### src/rtl/prbs_chk_pkg.sv
// Shared types and constants for the 16-bit PRBS31 checker.
// Purely declarative: no latency, no flow control.
package prbs_chk_pkg;

   typedef enum logic [1:0] {
      ST_IDLE   = 2'd0,
      ST_SEED   = 2'd1,
      ST_VERIFY = 2'd2,
      ST_LOCKED = 2'd3
   } state_t;

   localparam int TAP_A  = 31;
   localparam int TAP_B  = 28;
   localparam int HIST_W = 32;
   localparam int WORD_W = 16;
   localparam int PC_W   = $clog2(WORD_W + 1);

   function automatic logic [PC_W-1:0] popcount_word(input logic [WORD_W-1:0] v);
      logic [PC_W-1:0] c;
      c = '0;
      for (int i = 0; i < WORD_W; i++) begin
         c = c + {{(PC_W-1){1'b0}}, v[i]};
      end
      return c;
   endfunction

endpackage

### src/rtl/prbs31_predict16.sv
// Next-word predictor for PRBS31 from a 32-bit history (bit 0 newest).
// Combinational, zero latency; no flow control.
module prbs31_predict16
   import prbs_chk_pkg::*;
(
   input  logic [HIST_W-1:0] hist,
   output logic [WORD_W-1:0] pred
);

   // Every bit of the next word depends only on history, since WORD_W < TAP_B.
   always_comb begin
      pred = '0;
      for (int k = 0; k < WORD_W; k++) begin
         pred[k] = hist[TAP_A-WORD_W+k] ^ hist[TAP_B-WORD_W+k];
      end
   end

   logic unused_hist_bits;
   assign unused_hist_bits = ^{hist[HIST_W-1], hist[TAP_B-WORD_W-1:0]};

endmodule

### src/rtl/prbs_checker_16b.sv
// PRBS31 16-bit parallel checker: seed, verify, lock, then count bit errors against a free-running reference.
// Outputs registered 1 cycle after an accepted word; no backpressure, din_valid only qualifies input.
module prbs_checker_16b
   import prbs_chk_pkg::*;
#(
   parameter int LOCK_WORDS  = 32,
   parameter int UNLOCK_ERRS = 4,
   parameter int WIN_WORDS   = 256,
   parameter int CNT_W       = 32
)(
   input  logic              clk,
   input  logic              rst_n,
   input  logic              en,
   input  logic [15:0]       din,
   input  logic              din_valid,
   input  logic              inv,
   input  logic              clr_cnt,
   output logic              locked,
   output logic              err_word,
   output logic [CNT_W-1:0]  err_cnt,
   output logic [CNT_W-1:0]  word_cnt,
   output logic [1:0]        state
);

   localparam int GOOD_W = $clog2(LOCK_WORDS + 1);
   localparam int WIN_W  = (WIN_WORDS > 1) ? $clog2(WIN_WORDS) : 1;
   localparam int ERRW_W = $clog2(UNLOCK_ERRS + 1);

   state_t              cur_st, nxt_st;
   logic [HIST_W-1:0]   hist;
   logic [WORD_W-1:0]   d, pred, miss, shift_word;
   logic [PC_W-1:0]     pc;
   logic                word_bad, acc, shift_en;
   logic                seed_cnt;
   logic [GOOD_W-1:0]   good_cnt;
   logic [WIN_W-1:0]    win_cnt;
   logic [ERRW_W-1:0]   errw_cnt, errw_inc;
   logic                good_done, win_wrap, unlock, lock_acc;
   logic [CNT_W+PC_W-1:0] ec_sum;
   logic [CNT_W-1:0]    ec_next, wc_next;

   assign d        = inv ? ~din : din;
   assign miss     = d ^ pred;
   assign word_bad = |miss;
   assign pc       = popcount_word(miss);
   assign acc      = en && din_valid;

   prbs31_predict16 u_predict (
      .hist (hist),
      .pred (pred)
   );

   assign good_done = (good_cnt == GOOD_W'(LOCK_WORDS - 1));
   assign win_wrap  = (win_cnt == WIN_W'(WIN_WORDS - 1));
   assign errw_inc  = errw_cnt + {{(ERRW_W-1){1'b0}}, word_bad};
   assign unlock    = (errw_inc >= ERRW_W'(UNLOCK_ERRS));
   assign lock_acc  = acc && (cur_st == ST_LOCKED);

   always_ff @(posedge clk or negedge rst_n) begin
      if (!rst_n) begin
         cur_st <= ST_IDLE;
      end else begin
         cur_st <= nxt_st;
      end
   end

   always_comb begin
      nxt_st     = cur_st;
      shift_en   = 1'b0;
      shift_word = d;
      if (!en) begin
         nxt_st = ST_IDLE;
      end else begin
         case (cur_st)
            ST_IDLE: nxt_st = ST_SEED;
            ST_SEED: begin
               shift_en = din_valid;
               if (din_valid && seed_cnt) nxt_st = ST_VERIFY;
            end
            ST_VERIFY: begin
               shift_en = din_valid;
               if (din_valid) begin
                  if (word_bad)       nxt_st = ST_SEED;
                  else if (good_done) nxt_st = ST_LOCKED;
               end
            end
            ST_LOCKED: begin
               // Once locked the reference free-runs on its own prediction.
               shift_en   = din_valid;
               shift_word = pred;
               if (din_valid && unlock) nxt_st = ST_SEED;
            end
            default: nxt_st = ST_IDLE;
         endcase
      end
   end

   always_ff @(posedge clk or negedge rst_n) begin
      if (!rst_n) begin
         hist <= '0;
      end else if (shift_en) begin
         hist <= {hist[HIST_W-WORD_W-1:0], shift_word};
      end
   end

   always_ff @(posedge clk or negedge rst_n) begin
      if (!rst_n) begin
         seed_cnt <= 1'b0;
         good_cnt <= '0;
      end else begin
         if (cur_st != ST_SEED) seed_cnt <= 1'b0;
         else if (acc)          seed_cnt <= ~seed_cnt;
         if (cur_st != ST_VERIFY) good_cnt <= '0;
         else if (acc)            good_cnt <= (word_bad || good_done) ? '0 : good_cnt + GOOD_W'(1);
      end
   end

   always_ff @(posedge clk or negedge rst_n) begin
      if (!rst_n) begin
         win_cnt  <= '0;
         errw_cnt <= '0;
      end else if (cur_st != ST_LOCKED) begin
         win_cnt  <= '0;
         errw_cnt <= '0;
      end else if (acc) begin
         win_cnt <= win_cnt + WIN_W'(1);
         if (unlock || win_wrap) errw_cnt <= '0;
         else                    errw_cnt <= errw_inc;
      end
   end

   assign ec_sum  = {{PC_W{1'b0}}, err_cnt} + {{CNT_W{1'b0}}, pc};
   assign ec_next = (|ec_sum[CNT_W+PC_W-1:CNT_W]) ? {CNT_W{1'b1}} : ec_sum[CNT_W-1:0];
   assign wc_next = (&word_cnt) ? word_cnt : word_cnt + CNT_W'(1);

   always_ff @(posedge clk or negedge rst_n) begin
      if (!rst_n) begin
         err_cnt  <= '0;
         word_cnt <= '0;
         err_word <= 1'b0;
      end else begin
         err_word <= acc && word_bad && (cur_st == ST_VERIFY || cur_st == ST_LOCKED);
         if (clr_cnt) begin
            err_cnt  <= '0;
            word_cnt <= '0;
         end else if (lock_acc) begin
            err_cnt  <= ec_next;
            word_cnt <= wc_next;
         end
      end
   end

   assign locked = (cur_st == ST_LOCKED);
   assign state  = cur_st;

endmodule
### config.mk
export PLATFORM = sky130hd
export DESIGN_NAME = prbs_checker_16b
export DESIGN_NICKNAME = d
export VERILOG_FILES = /design/src/rtl/prbs_chk_pkg.sv /design/src/rtl/prbs31_predict16.sv /design/src/rtl/prbs_checker_16b.sv
export SDC_FILE = /design/constraint.sdc
export NUM_CORES = 1
export LEC_CHECK = 0
export CORE_ASPECT_RATIO = 0.7
export CORE_MARGIN = 2
export CORE_UTILIZATION = 56
export CTS_CLUSTER_DIAMETER = 60
export CTS_CLUSTER_SIZE = 10
export DETAILED_ROUTE_END_ITERATION = 8
export PLACE_DENSITY = 0.87
export SLEW_MARGIN = 20
export SYNTH_ARGS = -nofsm -noshare
export SYNTH_HDL_FRONTEND = slang
export SYNTH_HIERARCHICAL = 1
export SYNTH_SLANG_ARGS = --single-unit
### constraint.sdc
create_clock -name clk -period 5.5 [get_ports clk]
set_input_delay 1.1 -clock clk [delete_from_list [all_inputs] [get_ports clk]]
set_output_delay 1.1 -clock clk [all_outputs]
set_load 0.1 [all_outputs]
== Yosys cells after proc, flatten, opt, wreduce, memory -nomap -nowiden ==
Cells that the tools add are included.
Cells by class
  $add $sub $neg: 20
  magnitude comparators: 1
  equality and inequality tests: 13
  mux-type cells: 28
  bitwise logic cells: 19
  reductions and logical operators: 20
Operator list (count)
  two-way mux 32 bit: 6
  adder 5 x 1 -> 5 bit: 11
  two-way mux 16 bit: 3
  adder 32 x 5 -> 33 bit: 1
  adder 32 x 1 -> 32 bit (second input constant): 1
  AND reduction 32 bit: 1
  two-way mux 6 bit: 3
  two-way mux 8 bit: 2
  inverter 16 bit: 1
  OR reduction 16 bit: 1
  bitwise XOR 1 bit: 16
  bitwise XOR 16 bit: 1
  two-way mux 2 bit: 6
  two-way mux 3 bit: 3
  adder 8 x 1 -> 8 bit (second input constant): 1
  == test 8 bit (second input constant): 1
  one-hot mux 2 bit (4 select lines): 1
  nonzero test 2 bit: 4
  adder 6 x 1 -> 6 bit (second input constant): 1
  == test 6 x 5 -> 1 bit (second input constant): 1
  logical AND 1 bit: 6
  inequality test 2 bit (second input constant): 3
  inequality test 3 bit (second input constant): 2
  adder 4 x 1 -> 5 bit: 1
  18 further kinds: 24
Word-level totals
  register bits after elaboration: 116
  bits of input ports: 22
  output and inout port bits: 68
  word-level logic and storage cells: 110

== Logic depth before layout (Yosys ltp) ==
  word-level depth: 23
  gate-level depth with buffers: 20
  depth with buffers taken out: 17

== Cells and area by module ==
Netlist, hierarchy kept.
Modules (own cells, without submodules)
  prbs_checker_16b: instances 1, cells an instance 700, area each 6881.6 µm², seq. area each 2927.8 µm²
  prbs31_predict16: instances 1, cells an instance 16, area each 140.1 µm², seq. area each 0.0 µm²

== Least setup slack after synthesis ==
OpenSTA, ideal clock, no wires.
  kind: input to register
  start: input inv
  end: register err_cnt[14]
  setup time: 175 ps
  arrival time: 6030 ps
  required time: 5325 ps
  setup slack: -705 ps
  stages: 20
  buffers on the path: 4
  cell sequence: buf_6 -> buf_1 -> xor2_1 -> xnor2_1 -> fa_1 -> fa_1 -> inv_1 -> fa_1 -> fa_1 -> inv_1 -> fa_1 -> inv_1 -> fa_1 -> a21o_1 -> a21o_1 -> a21oi_1 -> or3_1 -> buf_2 -> buf_2 -> a31oi_1
On the way
  cells in the longest elaborated chain, start to end: 22
Ends and longest elaborated chain
  start: declaration: line prbs_checker_16b.sv:16  | input logic inv,
  two-way mux 16 bit *: line prbs_checker_16b.sv:42  | assign d = inv ? ~din : din;
  bitwise XOR 16 bit *: line prbs_checker_16b.sv:43  | assign miss = d ^ pred;
  adder 1 x 1 -> 2 bit: line prbs_chk_pkg.sv:22  | c = c + {{(PC_W-1){1'b0}}, v[i]};
  adder 2 x 1 -> 3 bit: line prbs_chk_pkg.sv:22
  adder 3 x 1 -> 4 bit: line prbs_chk_pkg.sv:22
  adder 4 x 1 -> 5 bit: line prbs_chk_pkg.sv:22
  adder 5 x 1 -> 5 bit (10 in a row): line prbs_chk_pkg.sv:22
  adder 5 x 1 -> 5 bit *: line prbs_chk_pkg.sv:22
  adder 32 x 5 -> 33 bit *: line prbs_checker_16b.sv:132  | assign ec_sum = {{PC_W{1'b0}}, err_cnt} + {{CNT_W{1'b0}}, pc};
  OR reduction 5 bit: line prbs_checker_16b.sv:133  | assign ec_next = (|ec_sum[CNT_W+PC_W-1:CNT_W]) ? {CNT_W{1'b1}} : ec_sum[CNT_W-1:0];
  two-way mux 32 bit *: line prbs_checker_16b.sv:133
  two-way mux 32 bit *: line prbs_checker_16b.sv:146  | end else if (lock_acc) begin
  two-way mux 32 bit *: line prbs_checker_16b.sv:143  | if (clr_cnt) begin
  end signal: assignment: line prbs_checker_16b.sv:147  | err_cnt <= ec_next;
  end: declaration: line prbs_checker_16b.sv:20  | output logic [CNT_W-1:0] err_cnt,
Mark *: on every way between the ends. The rest lies on a longest branch, timed or not. The select of a mux whose other input is x is not followed.
A chain may end at the register's enable or synchronous reset.

== Worst setup path after layout ==
  start: input din[6]
  end: register err_cnt[18]
On the way
  cells in the longest elaborated chain, start to end: 18
Ends and longest elaborated chain
  start: declaration: line prbs_checker_16b.sv:14  | input logic [15:0] din,
  inverter 16 bit: line prbs_checker_16b.sv:42
  two-way mux 16 bit *: line prbs_checker_16b.sv:42
  bitwise XOR 16 bit *: line prbs_checker_16b.sv:43
  adder 5 x 1 -> 5 bit * (10 in a row): line prbs_chk_pkg.sv:22
  adder 32 x 5 -> 33 bit *: line prbs_checker_16b.sv:132
  OR reduction 5 bit: line prbs_checker_16b.sv:133
  two-way mux 32 bit *: line prbs_checker_16b.sv:133
  two-way mux 32 bit *: line prbs_checker_16b.sv:146
  two-way mux 32 bit *: line prbs_checker_16b.sv:143
Marked as above.

==> flow_summary.ini <==
[worst_setup_path]
critical_path_startpoint_category = input pin
cp_num_buf_inv = 4
worst_setup_path_end_kind = flip-flop
critical_path.slowest_cell = fa_1
worst-endpoint-required_ps = 5780
crit_path_max_incr_delay_ps = 560
crit_path_cell_trace = clkdlybuf4s15_1 > xnor2_2 > xor2_2 > fa_1 > fa_1 > inv_2 > fa_1 > fa_1 > inv_2 > fa_2 > inv_2 > fa_2 > a21o_1 > a21o_1 > a21oi_4 > nor3_2 > and4_1 > a211oi_2
path_delay_family = adder cells
critPathMaxFanout = 6
crit_path_frequent_cell = fa_1
worst-endpoint-arrival_ps = 5910
critical_path_class = in -> reg

[synthesis]
yosysWarnings = 6
syn-num-nets = 766
syn-cell-area_sq_um = 6990
postSynthCellCount = 714
syn_avg_cell_area_sq_um = 9.78

[run_status]
run_status = finished, violations left
failed_checks = negative setup slack

[die]
core.rowCount = 34
overall_die_area_sq_um = 13400
initial_utilization = 0.568
fp.coreArea_sq_um = 12300
top_level_ports = 90
die_height_um = 97.4
chipWidth_um = 137

[grt]
antenna_found_initial = 0
grt_usage = 0.311
overflow = 0
pin_count_of_the_biggest_net_entering_global_routing = 70
grt_pass1_vias = 6381
grt_first_pass_wirelength_um = 32600

[sta]
timing_worst_slew_pin_value_ps = 1040
finalHoldWorstSlack_ps = 480
final_period_minus_worst_setup_slack_ps = 5630
layout_worst_path_cycle_share = 1.02
hold_viol = 0
skew_ps = 8.25
grt_setup_unrepaired = true
finalMaxSlewViolations = 0
finalSetupViolCount = 20
setup_ws_ps = -129
max_freq_mhz = 178
worst_slew_margin_rel = 0.306

[cts]
number_of_buffers_added_by_the_clock_tree_synthesis_step = 17
cts-root-buf = clkbuf_16
tritoncts = built
cts-root-to-sink-buffers = 2
htree_levels = 4
clk_transition_reported_paths_ps = 60
cts.sinks = 116
post_cts_hold_buffer_count = 0
clk-insertion-delay-late_ps = 420

[placement]
placedCellCount = 968
detailedPlacementHpwl_um = 12800
place_congestion = 0.884
port_buffer_count = 89

[routing]
route.final.wire_length_um = 21200
antenna_violating_nets_post_route = 0
detail_route.first_pass.iterations = 6
first_iter_violations = 740
remaining_drc_errors = 0
detailroute.via_count = 6456
viasPerCell = 6.43
wl_per_cell_um = 21.1

[layout]
nets = 881
drive_above_1_share = 0.171
layout.filler_cells = 744
finish.cell_count_without_fillers = 1004
layout-area-overhead-vs-synth_pct = 30.2
antenna-diode-count = 0

[run]
maxCapViolCount = 0

[power]
power_density_relative_to_cell_area_nw_per_um2 = 767
irDropWorstVdd_mv = 0.922
leakage_nw = 4.00

[min_path]
hold_path_class = reg -> reg
-- repair_timing --
item,CTS,global route
setup endpoints to repair,32,32
pin swaps,11,28
setup buffers,6,3
gates resized for setup,28,45
-- state kept, by name, summed over array words and instances, names as in the netlist --
signal and count:
seed_cnt 1, hist 31, good_cnt 6, errw_cnt 3, word_cnt 32, err_cnt 32, err_word 1, state 2
win_cnt 8
-- area by class of cell --
type	count	area (sq um)	area share
clock buffer	17	425	0.0468
clock inverter	15	159	0.0175
inverter	26	97.6	0.0107
multi-input combinational	540	4120	0.453
sequential	116	2900	0.319
tap	162	203	0.0223
timing repair buffer	128	1180	0.130
-- metal layers --
layer,part of all wire,global-route usage
met5,0,0
met3,0.087,0.0642
met2,0.48,0.486
met4,0.035,0.117
met1,0.40,0.427
-- worst paths after layout --
| kind | startpoint | to | slack, ps | cells past startpoint |
|---|---|---|---|---|
| worst max-delay path | din[6] | err_cnt[18] | -130 | 18 |
| worst min-delay path | hist[7] | hist[7] | 480 | 2 |
| worst max register to register | hist[12] | err_cnt[18] | 160 | 17 |
| worst min register to register | hist[7] | hist[7] | 480 | 2 |
| max in group asynchronous | rst_n | err_cnt[27] | 3480 | 2 |
| min in group asynchronous | rst_n | good_cnt[1] | 800 | 1 |
-- tightest hold or removal path: cells and delay by family, from the launching register on --
family / cells / cell delay, ps
flops: 1 / 340
compound gates: 1 / 60
simple gates: 1 / 50
-- report_power, final --
group	internal, mW	switching [mW]	total [mW]
clock	0.669	0.439	1.11
combinational	2.08	2.70	4.78
sequential	0.972	0.120	1.09
-- cell usage in the layout (no fill, tap or decap), drive strengths merged, types with 8 or more instances in the layout --
cell and instances:
a21oi 16, and3 23, and2 12, nor3 21, inv 28, mux2 16, ha 18, xnor2 50
xor2 49, fa 12, clkdlybuf4s50 78, and4 14, a31oi 14, clkbuf 21, nor4 9, a211oi 8
nor2 55, clkinv 8, nand2 61, nand2b 9, dfrtp 116, buf 42, nand3 29, o21ai 32
nand4 20, a311oi 11
-- metrics by stage --
| stage | util | TNS, ps | power, mW | instance area (sq um) | setup slack (ps) |
|---|---|---|---|---|---|
| 4_1_cts | 0.728 | 0 | 6.33 | 8950 | 26.9 |
| 2_1_floorplan | - | -808 | 3.91 | 7070 | -91.7 |
| 6_report | 0.740 | -1180 | 6.97 | 9090 | -129 |
| 3_3_place_gp | 0.670 | -20510 | 4.76 | 8240 | -702 |
| 5_1_grt | 0.740 | -4090 | 7.29 | 9090 | -220 |
| 3_5_place_dp | 0.670 | -26170 | 5.12 | 8240 | -914 |
Note: power is estimated with default switching activity, not from simulation.
